`src/rtl/iq_flush_sequencer.sv`:
```
// Issue-queue index return sequencer: fills the free list after reset and
// returns flushed entry indices from a latched mask on a selective flush.
module iq_flush_sequencer #(
    parameter int ENTRY_NUM    = 16,
    parameter int RETURN_WIDTH = 2,
    parameter int ISSUE_WIDTH  = 2,
    localparam int L  = ISSUE_WIDTH + RETURN_WIDTH,
    localparam int IW = $clog2(ENTRY_NUM)
) (
    input  logic              clk,
    input  logic              rst_n,
    input  logic              flushReq,
    input  logic [ENTRY_NUM-1:0] flushMask,
    input  logic              hold,
    output logic [L-1:0]      outValid,
    output logic [L*IW-1:0]   outIdx,
    output logic              busy,
    output logic              initDone
);

    localparam int INIT_CYC  = (ENTRY_NUM + L - 1) / L;
    localparam int FLUSH_CYC = (ENTRY_NUM + RETURN_WIDTH - 1) / RETURN_WIDTH;
    localparam int MAX_CYC   = (INIT_CYC > FLUSH_CYC) ? INIT_CYC : FLUSH_CYC;
    localparam int CW        = $clog2(MAX_CYC) + 1;

    typedef enum logic [1:0] {RESET_WAIT, INIT, IDLE, FLUSH} stateT;

    stateT                state, stateNext;
    logic [CW-1:0]        cursor, cursorNext;
    logic [ENTRY_NUM-1:0] pendMask, pendNext, emitted;
    logic                 initDoneNext;
    int                   idx;
    logic [IW-1:0]        bitIdx;

    always_ff @(posedge clk or negedge rst_n) begin
        if (!rst_n) begin
            state    <= RESET_WAIT;
            cursor   <= '0;
            pendMask <= '0;
            initDone <= 1'b0;
        end else begin
            state    <= stateNext;
            cursor   <= cursorNext;
            pendMask <= pendNext;
            initDone <= initDoneNext;
        end
    end

    always_comb begin
        stateNext    = state;
        cursorNext   = cursor;
        pendNext     = pendMask;
        initDoneNext = initDone;
        emitted      = '0;
        outValid     = '0;
        outIdx       = '0;
        idx          = 0;
        bitIdx       = '0;
        busy         = (state != IDLE);
        case (state)
            RESET_WAIT: begin
                if (!hold) stateNext = INIT;
            end
            INIT: begin
                if (!hold) begin
                    for (int i = 0; i < L; i++) begin
                        idx = int'(cursor) * L + i;
                        if (idx < ENTRY_NUM) begin
                            outValid[i]         = 1'b1;
                            outIdx[i*IW +: IW]  = IW'(idx);
                        end
                    end
                    if (int'(cursor) == INIT_CYC - 1) begin
                        stateNext    = IDLE;
                        cursorNext   = '0;
                        initDoneNext = 1'b1;
                    end else begin
                        cursorNext = cursor + CW'(1);
                    end
                end
            end
            IDLE: begin
                if (!hold && flushReq) begin
                    stateNext  = FLUSH;
                    pendNext   = flushMask;
                    cursorNext = '0;
                end
            end
            FLUSH: begin
                if (!hold) begin
                    for (int j = 0; j < RETURN_WIDTH; j++) begin
                        idx    = int'(cursor) * RETURN_WIDTH + j;
                        bitIdx = IW'(idx);
                        if (idx < ENTRY_NUM && pendMask[bitIdx]) begin
                            outValid[j]        = 1'b1;
                            outIdx[j*IW +: IW] = bitIdx;
                            emitted[bitIdx]    = 1'b1;
                        end
                    end
                end
                // A late request merges in without rewinding; passed windows get the next pass.
                pendNext = (pendMask & ~emitted) | (flushReq ? flushMask : '0);
                if (!hold) begin
                    if (int'(cursor) == FLUSH_CYC - 1) begin
                        cursorNext = '0;
                        if (pendNext == '0) stateNext = IDLE;
                    end else begin
                        cursorNext = cursor + CW'(1);
                    end
                end
            end
            default: stateNext = RESET_WAIT;
        endcase
    end

endmodule

```
`config.mk`:
```
export PLATFORM = sky130hd
export DESIGN_NAME = iq_flush_sequencer
export DESIGN_NICKNAME = d
export VERILOG_FILES = /design/src/rtl/iq_flush_sequencer.sv
export SDC_FILE = /design/constraint.sdc
export NUM_CORES = 1
export LEC_CHECK = 0
export CAP_MARGIN = 20
export CORE_MARGIN = 3
export CORE_UTILIZATION = 49
export DETAILED_ROUTE_END_ITERATION = 6
export PLACE_DENSITY = 0.85
export SYNTH_ARGS = -nofsm -noshare
export SYNTH_HDL_FRONTEND = slang
export SYNTH_SLANG_ARGS = --single-unit
```
`constraint.sdc`:
```
create_clock -name clk -period 2.9 [get_ports clk]
set_input_delay 0.87 -clock clk [delete_from_list [all_inputs] [get_ports clk]]
set_output_delay 0.87 -clock clk [all_outputs]
set_load 0.02 [all_outputs]
```
==> results_dict.tcl, run 1 <==
set metrics [dict create \
    path_cells "mux4_2, mux2i_2, nor2_2, buf_4, a21o_1, buf_6" \
    synth_top_cell_area_share_pct 35.4 \
    met1Wirelength_mm 1.90 \
    p_leak_nw 0.910 \
    placement.io_buffers 39 \
    cp.arrival_ns 2.02 \
    grt_pass1_vias 1565 \
    slew_violations 0 \
    place_area_mm2 0.00211 \
    met2WireLength_mm 2.29 \
    cts_tree "done" \
    drtIter0Drc 135 \
    clockRootBuffer "clkbuf_4" \
    grt_max_degree 24 \
    cts_hold_buf 0 \
    area_delta_synth_final_pct 33.1 \
    overflow 0 \
    critical-path-max-stage-delay_ns 0.54 \
    fin_area_mm2 0.00216 \
    die_h_um 63.6 \
    met3WireLength_um 324 \
    synth_area_mm2 0.00163 \
    avgSynthCellArea_um2 9.45 \
    core_mm2 0.00310 \
    clock-sinks 23 \
    ys_seq_area_share_pct 35.4 \
    synthCells 172 \
    yosysMostFrequentCell "dfrtp_1" \
    drc 0 \
    min_period_ns 2.89 \
    yosys.area.top_type "dfrtp_1" \
    gp_congestion 0.976 \
    die_area_mm2 0.00404 \
    synthArstFlopShare_pct 100 \
    place.detailed.hpwl_mm 3.63 \
    fmax_mhz 346 \
    ys_ff_latch 23 \
    finalClockSkew_ns 0.00534 \
    clk_pin_slew_ns 0.13 \
    cts_buffers 3 \
    antenna_found_initial 0 \
    ys_types 52 \
    cp-end-kind "output port" \
    synth_common_cells "dfrtp_1 (23), nand2_1 (14), buf_4 (11), nor2_1 (11)" \
    clk_latency_ns 0.33 \
    finalSetupViolations 0 \
    io_pins 42 \
    cp_max_fo 5 \
    cts_buffer_depth 2 \
    diodes 0 \
    vdd_drop_max_mv 0.466 \
    synth_edf_count 0 \
    final_nets 244 \
    track_usage_pct 23.7 \
    drive_gt1_share_pct 32.4 \
    wl_mm 4.67 \
    powerDensity_mw_per_mm2 949 \
    placed_cells 260 \
    fin_crit_sh_pct 99.6 \
    synth_area_leaders "dfrtp_1 (35%), mux4_2 (5.5%), a22o_1 (5.4%), buf_4 (5.1%), nand2_1 (3.2%)" \
    required_ns 2.03 \
    final.setup.tns_ns 0 \
    ant_nets 0 \
    hp-class "flop to flop" \
    row_count 20 \
    rsz0062_at_grt "yes" \
    start_util_pct 52.4 \
    finalHoldViolCount 0 \
    first_pass_iters 4 \
    final_cells 266 \
    vias 1637 \
    via_per_inst 6.15 \
    cp-start-kind "flop" \
    wl_per_cell_um 17.6 \
    drv_cap 0 \
    ys.flop_type "dfrtp_1" \
    status "complete, no violations" \
    yosys_warnings 0 \
    htreeDepth 1 \
    final_core_util_pct 69.7 \
    grt_pass1_wl_mm 7.49 \
    top_layer "met4" \
    slowest_stage "mux4_2" \
    die_x_um 63.6 \
    critical_path_class "flop to output port" \
]
==> layout make-up <==
cell class | count | area, µm²
multi-input cells | 129 | 937
repair buffers | 63 | 556
clock inverters | 1 | 5.00
clock buffers | 3 | 22.5
flip-flops and latches | 23 | 577
inverters | 3 | 11.3
well taps | 44 | 55.1
fillers | 263 | 940
==> per-stage QoR <==
step / setup slack [ns] / power (W) / hold slack, ns
floorplan: 0.0261 / 0.00135 / 0.483
global placement: -0.609 / 0.00178 / 0.448
detailed placement: -0.668 / 0.00181 / 0.463
CTS: -0.0109 / 0.00203 / 0.494
global route: -0.0656 / 0.00218 / 0.517
finish: 0.0111 / 0.00205 / 0.489
==> worst max-delay path, delay by kind of cell, from the launching register on <==
kind	cells	cell delay (ns)
buffers and inverters	2	0.27
and+or+nand+nor	1	0.07
muxes	2	0.73
AOI/OAI and AO/OA	1	0.16
DFF	1	0.47
==> metal layers <==
metal	GRT usage, %	vias to the layer above
met1	29.7	797
met4	11.6	0
met2	40.3	87
met3	2.67	16
li1	-	737
met5	0	-
==> repair_timing <==
item / CTS / global route
hold endpoints to repair: 0 / 0
buffers inserted: 2 / 0
pin swaps: 7 / 4
gates resized for setup: 87 / 6
setup endpoints to repair: 18 / 14
==> power breakdown <==
group / internal (W) / switching [W] / total [W]
sequential: 0.000454 / 0.000142 / 0.000596
clock: 0.0000518 / 0.000103 / 0.000155
combinational: 0.000657 / 0.000645 / 0.00130
==> path summary, 6_finish.rpt <==
path	startpoint	end	slack, ns	depth (start not counted)
worst max-delay path	cursor[0]$_DFFE_PN0P_	outIdx[7]	0.01	6
worst min-delay path	initDone$_DFFE_PN0P_	initDone$_DFFE_PN0P_	0.49	1
worst max register to register	cursor[0]$_DFFE_PN0P_	state[0]$_DFFE_PN0P_	0.63	7
worst min register to register	initDone$_DFFE_PN0P_	initDone$_DFFE_PN0P_	0.49	1
max in group asynchronous	rst_n	cursor[0]$_DFFE_PN0P_	1.77	2
min in group asynchronous	rst_n	pendMask[0]$_DFFE_PN0P_	0.88	2
==> sequential cells by signal, summed over array words and instances (netlist names) <==
signal / flops
state: 2
cursor: 4
pendMask: 16
initDone: 1
==> cells in the final DEF (no fill, tap or decap), types with 4 or more instances in the layout <==
master / count
a21o_1: 4
clkdlybuf4s15_2: 5
a31oi_1: 5
nor3_1: 5
dfrtp_1: 22
buf_6: 7
buf_2: 5
mux4_2: 4
nand2_1: 14
a21oi_1: 10
clkdlybuf4s50_1: 20
buf_4: 24
o21ai_0: 8
nor2_1: 9
a22o_1: 10
==> cells by family after synthesis <==
family,count (synthesis),synth area share [%]
adder cells (fa/ha/maj),1,0.770
AO/OA/AOI/OAI,52,23.6
multiplexers,10,9.47
AND/OR/NAND/NOR,63,21.2
flip-flops,23,35.4
XOR/XNOR,1,0.539
buffers and inverters,21,8.77
other,1,0.231
Power figures use the tool's default switching activity.
==> run 2: changes to the inputs <==
SKIP_LAST_GASP = 1   (was default)
==> results_dict.tcl, run 2 (synthesis gave the netlist of run 1 again) <==
set metrics [dict create \
    critical_path_class "flop to output port" \
    grt_pass1_wl_mm 7.45 \
    reg.largest.list "pendMask: 16 flops, cursor: 4 flops, state: 2 flops" \
    vias 1626 \
    finalSetupViolations 0 \
    r2r_start "cursor[0]$_DFFE_PN0P_" \
    endpoint "outIdx[7]" \
    die_area_mm2 0.00404 \
    vdd_drop_max_mv 0.466 \
    area_delta_synth_final_pct 34.9 \
    drv_cap 0 \
    status "complete, no violations" \
    die_h_um 63.6 \
    powerDensity_mw_per_mm2 959 \
    start_util_pct 52.4 \
    min_period_ns 2.87 \
    drtIter0Drc 100 \
    largest_reg_flops 16 \
    clk_latency_ns 0.33 \
    finalHoldViolCount 0 \
    crit_start "cursor[0]$_DFFE_PN0P_" \
    final_core_util_pct 70.6 \
    worst_r2r_path_depth 7 \
    ant_nets 0 \
    placement.io_buffers 39 \
    drc 0 \
    setup_ws_ns 0.0277 \
    cp-end-kind "output port" \
    fin_crit_sh_pct 99.0 \
    final.setup.tns_ns 0 \
    via_per_inst 6.09 \
    rrSetupSlack_ns 0.66 \
    p_leak_nw 0.919 \
    overflow 0 \
    drive_gt1_share_pct 32.7 \
    largest_register "pendMask" \
    cts_buffer_depth 2 \
    final_nets 245 \
    regToRegEndpoint "state[0]$_DFFE_PN0P_" \
    clock-sinks 23 \
    cts_tree "done" \
    die_x_um 63.6 \
    core_mm2 0.00310 \
    first_pass_iters 4 \
    grt_pass1_vias 1553 \
    antenna_found_initial 0 \
    row_count 20 \
    finalClockSkew_ns 0.00174 \
    fillers 254 \
    gp_congestion 0.976 \
    cts_hold_buf 0 \
    layout_commonest_cell "buf_4" \
    grt_max_degree 24 \
    track_usage_pct 23.5 \
    htreeDepth 1 \
    place_area_mm2 0.00211 \
    hp-class "flop to flop" \
    wl_per_cell_um 17.5 \
    rsz0062_at_grt "yes" \
    cts_buffers 3 \
    clockRootBuffer "clkbuf_4" \
    place_ws_ns -0.668 \
    clk_pin_slew_ns 0.13 \
    cp-start-kind "flop" \
    required_ns 2.03 \
    fmax_mhz 348 \
    final_cell_mix "buf_4 (23), dfrtp_1 (22), clkdlybuf4s50_1 (20), nand2_1 (14)" \
    diodes 0 \
    fin_area_mm2 0.00219 \
    cp.arrival_ns 2.00 \
    place.detailed.hpwl_mm 3.63 \
    io_pins 42 \
    cp_max_fo 5 \
    slew_violations 0 \
    wl_mm 4.68 \
]
==> run 2: worst min path at each step <==
stage | start | to | slack, ns | cells past startpoint
2_1_floorplan | pendMask[6]$_DFFE_PN0P_ | pendMask[6]$_DFFE_PN0P_ | 0.48 | 1
5_1_grt | initDone$_DFFE_PN0P_ | initDone$_DFFE_PN0P_ | 0.52 | 1
3_5_place_dp | initDone$_DFFE_PN0P_ | initDone$_DFFE_PN0P_ | 0.46 | 1
3_3_place_gp | initDone$_DFFE_PN0P_ | initDone$_DFFE_PN0P_ | 0.45 | 1
4_1_cts | initDone$_DFFE_PN0P_ | initDone$_DFFE_PN0P_ | 0.49 | 1
6_report | initDone$_DFFE_PN0P_ | initDone$_DFFE_PN0P_ | 0.49 | 1
==> run 2: cell type report <==
cell class | instances | area (µm²) | area share (%)
flip-flops and latches | 23 | 577 | 26.3
well taps | 44 | 55.1 | 2.51
clock buffers | 3 | 22.5 | 1.03
repair buffers | 64 | 571 | 26.0
inverters | 3 | 11.3 | 0.514
multi-input cells | 129 | 951 | 43.4
clock inverters | 1 | 5.00 | 0.228
==> run 2: repair_timing <==
action,CTS,global route
resized for setup,85,12
setup buffers,2,1
gates cloned,0,0
endpoints found under the setup margin,18,12
pin swaps,7,4
==> run 2: power by group <==
group / leakage (nW) / total (W) / switching [W] / internal [W]
combinational: 0.671 / 0.00135 / 0.000662 / 0.000686
sequential: 0.230 / 0.000598 / 0.000144 / 0.000454
clock: 0.0177 / 0.000156 / 0.000104 / 0.0000519
total: 0.919 / 0.00210 / 0.000910 / 0.00119
==> run 2: metrics by stage <==
stage / instances / power [W] / hold WS, ns
detailed placement: 260 / 0.00181 / 0.463
global placement: 260 / 0.00178 / 0.448
floorplan: 173 / 0.00135 / 0.483
CTS: 266 / 0.00203 / 0.494
finish: 267 / 0.00210 / 0.489
global route: 267 / 0.00223 / 0.517
==> run 2: layer usage <==
layer / vias up / share of wire (%) / track usage [%]
met2: 97 / 49 / 39.9
li1: 737 / - / -
met1: 774 / 41 / 29.6
met5: - / 0 / 0
met4: 0 / 3.2 / 11.6
met3: 18 / 7.0 / 2.67
==> run 2: worst max-delay path: stages (launching register included) <==
cell and delay (ns):
dfrtp_2 0.47, mux4_2 0.56, mux2i_4 0.20, nor2_4 0.06, buf_6 0.11, a21o_1 0.15, buf_6 0.13
==> run 3: changes to the inputs <==
ABC_AREA = 1   (was default)
CORE_UTILIZATION = 50   (was 49)
clock period = 3.59 ns   (was 2.9 ns; I/O delays follow)
==> results_dict.tcl, run 3 <==
set metrics [dict create \
    vdd_drop_max_mv 0.287 \
    yosys.area.top_type "dfrtp_1" \
    slew_violations 0 \
    avgSynthCellArea_um2 6.11 \
    hold_depth 1 \
    grt_pass1_vias 1955 \
    finalClockSkew_ns 0.00869 \
    r2r_start "state[1]$_DFFE_PN0P_" \
    via_per_inst 5.27 \
    crit_buf_inv 5 \
    die_x_um 66.8 \
    final_cell_mix "nand2_1 (96), nor2_1 (37), inv_1 (35), nand3_1 (34), dfrtp_1 (23)" \
    synth_top_cell_area_share_pct 31.2 \
    antenna_found_initial 0 \
    p_leak_nw 1.23 \
    cp_max_fo 3 \
    cp-start-kind "input port" \
    powerDensity_mw_per_mm2 630 \
    cts_buffers 3 \
    synth_common_cells "nand2_1 (97), nor2_1 (39), inv_1 (36)" \
    grtUsageMet2_pct 42.8 \
    yosysMostFrequentCell "nand2_1" \
    overflow 0 \
    drtIter0Drc 143 \
    met1_usage_pct 31.8 \
    synth_edf_count 0 \
    largest_register "pendMask" \
    fmax_mhz 291 \
    vias 2041 \
    setup_ws_ns 0.149 \
    p_seq_share_pct 29.7 \
    cp.arrival_ns 2.36 \
    fin_area_mm2 0.00229 \
    core_mm2 0.00344 \
    p_int_w 0.000714 \
    synth_top_family_by_area "simple AND/OR/NAND/NOR gates" \
    rsz0062_at_grt "no" \
    synth_xor_area_share_pct 0.475 \
    drive_gt1_share_pct 14.1 \
    required_ns 2.51 \
    min_to "initDone$_DFFE_PN0P_" \
    grt_max_degree 24 \
    synth_area_leaders "dfrtp_1 (31%), nand2_1 (20%), nand3_1 (9.2%), nor2_1 (7.9%), inv_1 (7.3%)" \
    fillers 331 \
    ant_nets 0 \
    met3_usage_pct 3.54 \
    grt-busiest-layer "met2" \
    row_count 21 \
    fin_crit_sh_pct 95.8 \
    wl_mm 4.99 \
    synth_mux_area_share_pct 0 \
    regToRegEndpoint "pendMask[3]$_DFFE_PN0P_" \
    synthCells 302 \
    grt_pass1_wl_mm 8.53 \
    hp-class "flop to flop" \
    htreeDepth 1 \
    area_delta_synth_final_pct 24.1 \
    cp-end-kind "output port" \
    place_ws_ns -0.386 \
    yosys_warnings 0 \
    synth_compound_area_share_pct 11.7 \
    layout_commonest_cell "nand2_1" \
    placement.io_buffers 39 \
    crit_family "buffers and inverters" \
    die_area_mm2 0.00446 \
    place.detailed.hpwl_mm 3.76 \
    start_util_pct 53.6 \
    slowest_stage "clkdlybuf4s50_1" \
    clkPwrFrac_pct 11.8 \
    critical_path_class "input port to output port" \
    reg.largest.list "pendMask: 16 flops, cursor: 4 flops, state: 2 flops" \
    die_h_um 66.8 \
    final_nets 363 \
    rrSetupSlack_ns 1.32 \
    cts_hold_buf 0 \
    synthArstFlopShare_pct 100 \
    synth_area_mm2 0.00185 \
    io_pins 42 \
    clockRootBuffer "clkbuf_8" \
    wl_per_cell_um 12.9 \
    path_cells "clkdlybuf4s50_1, inv_1, nand2_2, nor3_4, inv_2, nor2_2, buf_4, clkdlybuf4s15_2" \
    cts_buffer_depth 2 \
    finalSetupViolations 0 \
    finalHoldViolCount 0 \
    ys_seq_area_share_pct 31.2 \
    ys_ff_latch 23 \
    synth-simple-area-share_pct 40.7 \
    drv_cap 0 \
    largest_reg_flops 16 \
    hold_start "initDone$_DFFE_PN0P_" \
    power_frac_comb_pct 58.5 \
    clk_latency_ns 0.27 \
    hold_ws_ns 0.464 \
    synth_fa_ha_area_share_pct 0.678 \
    diodes 0 \
    drc 0 \
    first_pass_iters 5 \
    gp_congestion 0.884 \
    post_cts_buffers 0 \
    switching_share_pct 50.5 \
    switching_power_w 0.000730 \
    cts_tree "done" \
    status "complete, no violations" \
    place_area_mm2 0.00229 \
    ys_types 27 \
    min_period_ns 3.44 \
    worst_r2r_path_depth 7 \
    clock-sinks 23 \
    ys.flop_type "dfrtp_1" \
    track_usage_pct 24.7 \
    critical-path-max-stage-delay_ns 0.41 \
    clk_pin_slew_ns 0.08 \
]
## run 3: changes by cell type after synthesis, sizes merged, moves of 10 or more
cell   change
a22o      -10
inv       +38
nand2     +88
nand3     +30
nor2      +32
## run 3: per-layer routing
| metal | part of all wire, % | up-vias |
|---|---|---|
| li1 | - | 1026 |
| met1 | 42 | 906 |
| met2 | 48 | 104 |
| met3 | 8.6 | 5 |
| met4 | 0.84 | 0 |
| met5 | 0 | - |
## run 3: worst max path at each step
stage / to / start / depth (start not counted)
after detailed placement: outIdx[7] / hold / 9
after global routing: outIdx[14] / hold / 8
final: outIdx[14] / hold / 8
after CTS: outIdx[7] / hold / 9
after floorplan: outIdx[2] / hold / 7
after global placement: outIdx[7] / hold / 9
## run 3: logic make-up after synthesis
| kind of cell | Yosys count |
|---|---|
| adders and majority gates | 1 |
| xor gates and xnor gates | 1 |
| and+or+nand+nor | 180 |
| other | 1 |
| buffers and inverters | 61 |
| AOI/OAI and AO/OA | 35 |
| DFF | 23 |
## run 3: metrics by stage
stage | std cells | total power (W) | utilization (%) | TNS, ns
after floorplan | 303 | 0.00105 | - | 0
after global placement | 383 | 0.00129 | 66.7 | -3.46
after detailed placement | 383 | 0.00131 | 66.7 | -4.65
after CTS | 387 | 0.00144 | 67.4 | -0.105
after global routing | 387 | 0.00157 | 66.6 | 0
final | 387 | 0.00144 | 66.6 | 0
## run 3: layout make-up
cell class	instances	area (µm²)	share of cell area, %
flip-flops and latches	23	576	25.1
clock buffers	3	41.3	1.80
multi-input cells	219	1020	44.3
clock inverters	1	5.00	0.218
inverters	42	158	6.88
repair buffers	53	438	19.1
well taps	46	57.6	2.51
## run 3: power groups by stage
stage | logic (W) | clock network (W) | registers [W]
after floorplan | 0.000632 | 0 | 0.000415
after global placement | 0.000856 | 0 | 0.000431
after detailed placement | 0.000876 | 0 | 0.000434
after CTS | 0.000846 | 0.000170 | 0.000428
after global routing | 0.000947 | 0.000180 | 0.000440
final | 0.000845 | 0.000170 | 0.000429
## run 3: repair_timing
| item | CTS | global route |
|---|---|---|
| pin swaps | 0 | 1 |
| setup endpoints to repair | 18 | 13 |
| resized for setup | 40 | 14 |
